==> config.mk <==
export PLATFORM = sky130hd
export DESIGN_NAME = bus_arbiter_mux
export DESIGN_NICKNAME = d
export VERILOG_FILES = /design/src/rtl/bus_arbiter_mux.sv
export SDC_FILE = /design/constraint.sdc
export NUM_CORES = 1
export LEC_CHECK = 0
export BUFFER_PORTS_ARGS = -buffer_cell sky130_fd_sc_hd__buf_2
export CELL_PAD_IN_SITES_DETAIL_PLACEMENT = 1
export CELL_PAD_IN_SITES_GLOBAL_PLACEMENT = 1
export CORE_MARGIN = 5
export CORE_UTILIZATION = 30
export DETAILED_ROUTE_END_ITERATION = 10
export GPL_ROUTABILITY_DRIVEN = 0
export HOLD_SLACK_MARGIN = 0.06
export PLACE_DENSITY_LB_ADDON = 0.1
export SETUP_SLACK_MARGIN = 0.05
export SYNTH_ARGS = -nofsm -noshare
export SYNTH_HDL_FRONTEND = slang
export SYNTH_SLANG_ARGS = --single-unit
==> constraint.sdc <==
create_clock -name Clk -period 3.26 [get_ports Clk]
set_clock_uncertainty 0.15 [all_clocks]
set_input_delay 0.163 -clock Clk [delete_from_list [all_inputs] [get_ports Clk]]
set_output_delay 0.163 -clock Clk [all_outputs]
set_load 0.03 [all_outputs]
==> src/rtl/bus_arbiter_mux.sv <==
// Registered N-source DataBus arbiter/multiplexer with fixed-priority or round-robin
// selection, owner lock, idle policy and saturating contention accounting.
module bus_arbiter_mux #(
    parameter int WIDTH     = 16,
    parameter int N_SRC     = 4,
    parameter int MODE      = 0,
    parameter int IDLE_HOLD = 0,
    parameter int CNT_W     = 8
) (
    input  logic                     Clk,
    input  logic                     Reset_n,
    input  logic [N_SRC*WIDTH-1:0]   src_data,
    input  logic [N_SRC-1:0]         src_en,
    input  logic                     lock,
    input  logic                     clr_err,
    output logic [WIDTH-1:0]         DataBus,
    output logic                     bus_valid,
    output logic [N_SRC-1:0]         grant,
    output logic                     contention,
    output logic                     err_sticky,
    output logic [CNT_W-1:0]         cont_cnt
);

    localparam int PTR_W = (N_SRC > 1) ? $clog2(N_SRC) : 1;

    // Indexed word select out of the packed source vector.
    function automatic logic [WIDTH-1:0] pick_data(input logic [N_SRC*WIDTH-1:0] data,
                                                   input logic [PTR_W-1:0]       idx);
        logic [WIDTH-1:0] res;
        res = '0;
        for (int i = 0; i < N_SRC; i++) begin
            if (idx == PTR_W'(i)) begin
                res = data[i*WIDTH +: WIDTH];
            end else begin
                res = res;
            end
        end
        return res;
    endfunction

    // One-hot decode of a source index.
    function automatic logic [N_SRC-1:0] to_onehot(input logic [PTR_W-1:0] idx);
        logic [N_SRC-1:0] res;
        res = '0;
        for (int i = 0; i < N_SRC; i++) begin
            res[i] = (idx == PTR_W'(i));
        end
        return res;
    endfunction

    logic [WIDTH-1:0] data_q,  data_d;
    logic             valid_q, valid_d;
    logic [N_SRC-1:0] grant_q, grant_d;
    logic [PTR_W-1:0] owner_q, owner_d;
    logic [PTR_W-1:0] rr_ptr_q, rr_ptr_d;
    logic             cont_q,  cont_d;
    logic             err_q,   err_d;
    logic [CNT_W-1:0] cnt_q,   cnt_d;

    logic             any_req_s;
    logic             multi_req_s;
    logic [PTR_W-1:0] fp_idx_s;
    logic [PTR_W:0]   cand_s;
    logic [PTR_W-1:0] rr_idx_s;
    logic             rr_found_s;
    logic             owner_hold_s;
    logic             sel_valid_s;
    logic [PTR_W-1:0] sel_idx_s;

    // Request summary: any request, more than one request, lowest-index requester.
    always_comb begin
        any_req_s   = 1'b0;
        multi_req_s = 1'b0;
        fp_idx_s    = '0;
        for (int i = N_SRC - 1; i >= 0; i--) begin
            multi_req_s = multi_req_s | (any_req_s & src_en[i]);
            any_req_s   = any_req_s | src_en[i];
            if (src_en[i]) begin
                fp_idx_s = PTR_W'(i);
            end else begin
                fp_idx_s = fp_idx_s;
            end
        end
    end

    // Round-robin search: first requester at or after rr_ptr, wrapping modulo N_SRC.
    always_comb begin
        cand_s     = '0;
        rr_idx_s   = '0;
        rr_found_s = 1'b0;
        for (int k = 0; k < N_SRC; k++) begin
            cand_s = {1'b0, rr_ptr_q} + (PTR_W+1)'(k);
            if (cand_s >= (PTR_W+1)'(N_SRC)) begin
                cand_s = cand_s - (PTR_W+1)'(N_SRC);
            end else begin
                cand_s = cand_s;
            end
            if (!rr_found_s && src_en[cand_s[PTR_W-1:0]]) begin
                rr_found_s = 1'b1;
                rr_idx_s   = cand_s[PTR_W-1:0];
            end else begin
                rr_found_s = rr_found_s;
            end
        end
    end

    // A lock only holds while a grant exists and its owner is still requesting.
    assign owner_hold_s = lock & (|(grant_q & src_en));

    // Winner selection and pointer advance; pointer freezes on locked and idle cycles.
    always_comb begin
        sel_valid_s = 1'b0;
        sel_idx_s   = owner_q;
        rr_ptr_d    = rr_ptr_q;
        if (owner_hold_s) begin
            sel_valid_s = 1'b1;
            sel_idx_s   = owner_q;
        end else if (any_req_s) begin
            sel_valid_s = 1'b1;
            if (MODE == 1) begin
                sel_idx_s = rr_idx_s;
                rr_ptr_d  = (rr_idx_s == PTR_W'(N_SRC - 1)) ? '0 : rr_idx_s + PTR_W'(1);
            end else begin
                sel_idx_s = fp_idx_s;
            end
        end else begin
            sel_valid_s = 1'b0;
        end
    end

    // Output and status next-state; clear beats a same-cycle contention for the status.
    always_comb begin
        valid_d = sel_valid_s;
        cont_d  = multi_req_s;
        owner_d = sel_valid_s ? sel_idx_s : owner_q;
        grant_d = sel_valid_s ? to_onehot(sel_idx_s) : '0;
        if (sel_valid_s) begin
            data_d = pick_data(src_data, sel_idx_s);
        end else if (IDLE_HOLD != 0) begin
            data_d = data_q;
        end else begin
            data_d = '0;
        end
        if (clr_err) begin
            err_d = 1'b0;
            cnt_d = '0;
        end else if (multi_req_s) begin
            err_d = 1'b1;
            cnt_d = (cnt_q != {CNT_W{1'b1}}) ? cnt_q + CNT_W'(1) : cnt_q;
        end else begin
            err_d = err_q;
            cnt_d = cnt_q;
        end
    end

    // State and output registers.
    always_ff @(posedge Clk or negedge Reset_n) begin
        if (!Reset_n) begin
            data_q   <= '0;
            valid_q  <= 1'b0;
            grant_q  <= '0;
            owner_q  <= '0;
            rr_ptr_q <= '0;
            cont_q   <= 1'b0;
            err_q    <= 1'b0;
            cnt_q    <= '0;
        end else begin
            data_q   <= data_d;
            valid_q  <= valid_d;
            grant_q  <= grant_d;
            owner_q  <= owner_d;
            rr_ptr_q <= rr_ptr_d;
            cont_q   <= cont_d;
            err_q    <= err_d;
            cnt_q    <= cnt_d;
        end
    end

    assign DataBus    = data_q;
    assign bus_valid  = valid_q;
    assign grant      = grant_q;
    assign contention = cont_q;
    assign err_sticky = err_q;
    assign cont_cnt   = cnt_q;

endmodule

; Word level (Yosys, flattened, before mapping)
; Index checks and enable logic that the tools add are counted.
[totals]
register_bits = 33
out_inout_bits = 31
[classes]
n_addsub = 1
eq_ne = 4
n_mux = 19
bitwise = 10
reduce_logical = 5
[ops]
columns = operator, count
row1 = $mux 16, 5
row2 = $mux 8, 3
row3 = $mux 2, 6
row4 = $add 8x1->8 const B, 1
row5 = $ne 8x8->1 const B, 1
row6 = $or 1x1->1, 5
row7 = $and 1x1->1, 4
row8 = $and 4x4->4, 1
row9 = $eq 2x2->1 const B, 2
row10 = $mux 1, 4
row11 = $mux 4, 1
row12 = $reduce_bool 2->1, 2
row13 = $reduce_or 4->1, 1
row14 = $eq 2x1->1 const B, 1
row15 = $logic_not 2->1, 1
row16 = $reduce_and 2->1, 1

; Depth between registers and ports, before layout
[logic_depth]
ltp_word = 12
mapped_depth = 7
depth_no_buf = 5

; Worst setup path before layout
; No wires, ideal clock.
[synth_path]
path_kind = reg-to-reg
from = reg grant_q[2], in the netlist grant[2]
to = reg data_q[10], in the netlist DataBus[10]
arrival_time_ps = 1800
slack_ps = 1172
stages_incl_launch_ff = 8
n_path_buf = 2
period_less_slack_ps = 2088
path_cell_list = dfrtp_1 > a22o_1 > o211a_1 > a211o_1 > buf_6 > buf_6 > mux2i_1 > o22ai_1
[synth_via]
elab_chain_len = 10
elab_cells_between_ends = 14
cone_classes = 3 x eq/ne / 7 x mux / 2 x bitwise / 2 x reduce/logical
[synth_lines]
columns = item, line_no
row1 = "start, declared", 53  ; logic [N_SRC-1:0] grant_q, grant_d;
row2 = "start signal, assigned", 170  ; grant_q <= grant_d;
row3 = $and 4x4->4 (*), 108  ; assign owner_hold_s = lock & (|(grant_q & src_en));
row4 = $reduce_or 4->1 (*), 108
row5 = $and 1x1->1 (*), 108
row6 = $mux 2, 115  ; if (owner_hold_s) begin
row7 = $logic_not 2->1, 32  ; if (idx == PTR_W'(i)) begin
row8 = $mux 16 (4 in a row), 32
row9 = $mux 16 (*), 137  ; if (sel_valid_s) begin
row10 = net data_d[10], 51  ; logic [WIDTH-1:0] data_q, data_d;
row11 = "end signal, assigned", 168  ; data_q <= data_d;
row12 = "end, declared", 51
; Mark *: on every way through the listed nets, which the timed path passes. The rest lies on a longest branch.
; A chain may end at the register's enable or synchronous reset.

; Worst setup path after layout
[layout_path]
from = reg grant_q[2], in the netlist grant[2]
to = reg data_q[7], in the netlist DataBus[7]
; The elaborated chain is that of the path after synthesis.

==> flow_summary.json <==
{
  "place_ws_ns": 0.888,
  "synthToLayoutAreaGrowth_pct": 64.0,
  "crit_path_start_kind": "flop",
  "post_cts_buffers": 0,
  "cts-resized-gates": 0,
  "grt_max_degree": 34,
  "dieHeight_um": 84.8,
  "crit_chain": "a22o_1, o21ai_0, a211o_1, mux2i_1, dlygate4sd3_1, o22ai_1",
  "drv_slew": 0,
  "synth_edf_count": 0,
  "rows": 27,
  "root_buffer": "clkbuf_8",
  "fmax_mhz": 338,
  "clk_pin_slew_ns": 0.07,
  "setup.worst_path.class": "reg -> reg",
  "drt_iter0_drc": 57,
  "dp.cells": 324,
  "place_area_um2": 2250,
  "fin_area_um2": 2750,
  "critical_path_arrival_ns": 2.94,
  "synthDistinctLibCells": 35,
  "clock_latency_ns": 0.28,
  "first_pass_iters": 4,
  "finalHoldViolations": 0,
  "end_kind": "flop",
  "p_leak_nw": 1.41,
  "vdd.ir_drop.worst_mv": 0.179,
  "layout_min_cycle_time_ns": 2.96,
  "antenna_left": 0,
  "critPathSlowestCell": "a211o_1",
  "maxSlewHeadroom": 0.443,
  "drt-total-wl_um": 6010,
  "routed_via_density": 4.93,
  "grt_util_met2": 0.313,
  "cts_tree": "done",
  "ctsHoldBuffers": 42,
  "finalNonFillerCells": 373,
  "fin_ws_ns": 0.302,
  "hp-class": "in -> reg",
  "grt_pass1_vias": 2075,
  "netlist.area_leader.share": 0.492,
  "die_area_um2": 7190,
  "grt_use_total": 0.170,
  "initial_core_util": 0.307,
  "fin_util": 0.503,
  "netlist_area_um2": 1680,
  "io_pins": 103,
  "cp_slowest_stage_delay_ns": 0.68,
  "die_w_um": 84.8,
  "use_met3": 0.0612,
  "core-area_um2": 5470,
  "diodes": 0,
  "grt_use_met1": 0.174,
  "yosys-top-cells-count": "dfrtp_1, mux2i_1, o22ai_1",
  "grt.busiest_layer": "met2",
  "synth_warnings": 0,
  "syn_area_per_cell_um2": 10.8,
  "cap_viol_max_count": 0,
  "synthFlopType": "dfrtp_1",
  "critPathMaxFanout": 14,
  "ys_ff_latch": 33,
  "ys_seq_area_frac": 0.492,
  "numClockSinks": 33,
  "clock_path_buffers": 2,
  "cts-htree-levels": 2,
  "place_hpwl_um": 4070,
  "synth.largest_area_cell": "dfrtp_1",
  "ys_top_cells_by_area": "dfrtp_1, mux2i_1, o22ai_1, a22oi_1, xnor2_1",
  "drc": 0,
  "grt-ovfl-total": 0,
  "grt_pass1_wl_um": 9710,
  "status": "finished, final reports clean",
  "finalSetupTns_ns": 0,
  "vias": 1840,
  "tightest_slew_ns": 0.835,
  "antenna_found_initial": 0,
  "async_flop_share": 1.00,
  "grt_setup_unrepaired": "false",
  "setup_violations": 0,
  "syn-instance-count": 156,
  "fin_crit_sh": 0.908,
  "cts_made_buffers": 5,
  "wl_per_cell_um": 16.1,
  "yosysMostFrequentCell": "dfrtp_1",
  "critPathRequiredTime_ns": 3.24,
  "synth_nets": 229,
  "io_buffer_count": 102,
  "power.density_nw_per_um2": 424,
  "drive_gt1_frac": 0.375,
  "final_net_count": 374
}
==> layout make-up <==
class                           instances  area, µm²
Clock buffer                            7       86.3
Fill cell                             672       2720
Inverter                                5       18.8
Multi-Input combinational cell        109        779
Sequential cell                        33        826
Tap cell                               72       90.1
Timing Repair Buffer                  147        953
==> final timing paths <==
| check | start | endpoint | slack [ns] | depth (start not counted) |
|---|---|---|---|---|
| setup reg to reg | grant[2]$_DFF_PN0_ | DataBus[7]$_DFF_PN0_ | 0.30 | 6 |
| hold / removal | src_data[19] | DataBus[3]$_DFF_PN0_ | 0.06 | 3 |
| setup / recovery | grant[2]$_DFF_PN0_ | DataBus[7]$_DFF_PN0_ | 0.30 | 6 |
| hold reg to reg | err_sticky$_DFFE_PN0P_ | err_sticky$_DFFE_PN0P_ | 0.37 | 2 |
| min in group asynchronous | Reset_n | DataBus[3]$_DFF_PN0_ | 0.35 | 2 |
| max in group asynchronous | Reset_n | grant[2]$_DFF_PN0_ | 2.13 | 2 |
==> cell families (layout without fill, tap and decap cells) <==
group           after synthesis  count (layout)  synth area share
compound gates               46              46             0.191
xor+xnor                      7               7            0.0365
fa+ha+maj                     2               2            0.0134
buf+inv                      14             159            0.0440
flops                        33              33             0.492
mux                          20              20             0.119
simple gates                 34              34             0.104
==> worst max-delay path, delay by kind of cell (launching register included) <==
kind	cells	cell delay [ns]
compound gates	4	1.43
buf+inv	1	0.58
flops	1	0.38
mux	1	0.26
==> report_power, final <==
part | internal (mW) | switching (mW) | total, mW
clock | 0.167 | 0.141 | 0.308
combinational | 0.171 | 0.220 | 0.391
sequential | 0.452 | 0.0164 | 0.468
total | 0.790 | 0.377 | 1.17
==> flip-flops by register name, summed over array words and instances (netlist names) <==
signal      count
err_sticky      1
owner_q         2
cont_cnt        8
contention      1
grant           4
bus_valid       1
DataBus        16
==> layout by cell type (no fill, tap or decap), drive strengths merged, types with 2 or more instances in the layout <==
cell type / netlist / routed
or3: 2 / 2
inv: 5 / 5
dlygate4sd3: 0 / 42
xnor2: 7 / 7
buf: 6 / 105
clkbuf: 3 / 7
a21oi: 4 / 4
and4: 2 / 2
nand3: 2 / 2
nand2b: 2 / 2
nand2: 5 / 5
nor4: 3 / 3
nor2: 13 / 13
a22o: 3 / 3
dfrtp: 33 / 33
a22oi: 13 / 13
nor4b: 2 / 2
o22ai: 16 / 16
o21ai: 4 / 4
mux2i: 20 / 20
==> per-layer routing <==
| layer | wire length (µm) | part of all wire |
|---|---|---|
| met5 | 0 | 0 |
| met4 | 142 | 0.024 |
| met3 | 464 | 0.077 |
| met2 | 3190 | 0.53 |
| met1 | 2210 | 0.37 |
==> through the flow <==
stage | power, mW | hold WS, ns
3_3_place_gp | 0.805 | 0.122
3_5_place_dp | 0.808 | 0.126
2_1_floorplan | 0.687 | -0.283
5_1_grt | 1.23 | 0.0652
6_report | 1.17 | 0.0559
4_1_cts | 1.17 | 0.0605
No activity file was read; power rests on OpenSTA's default activity.
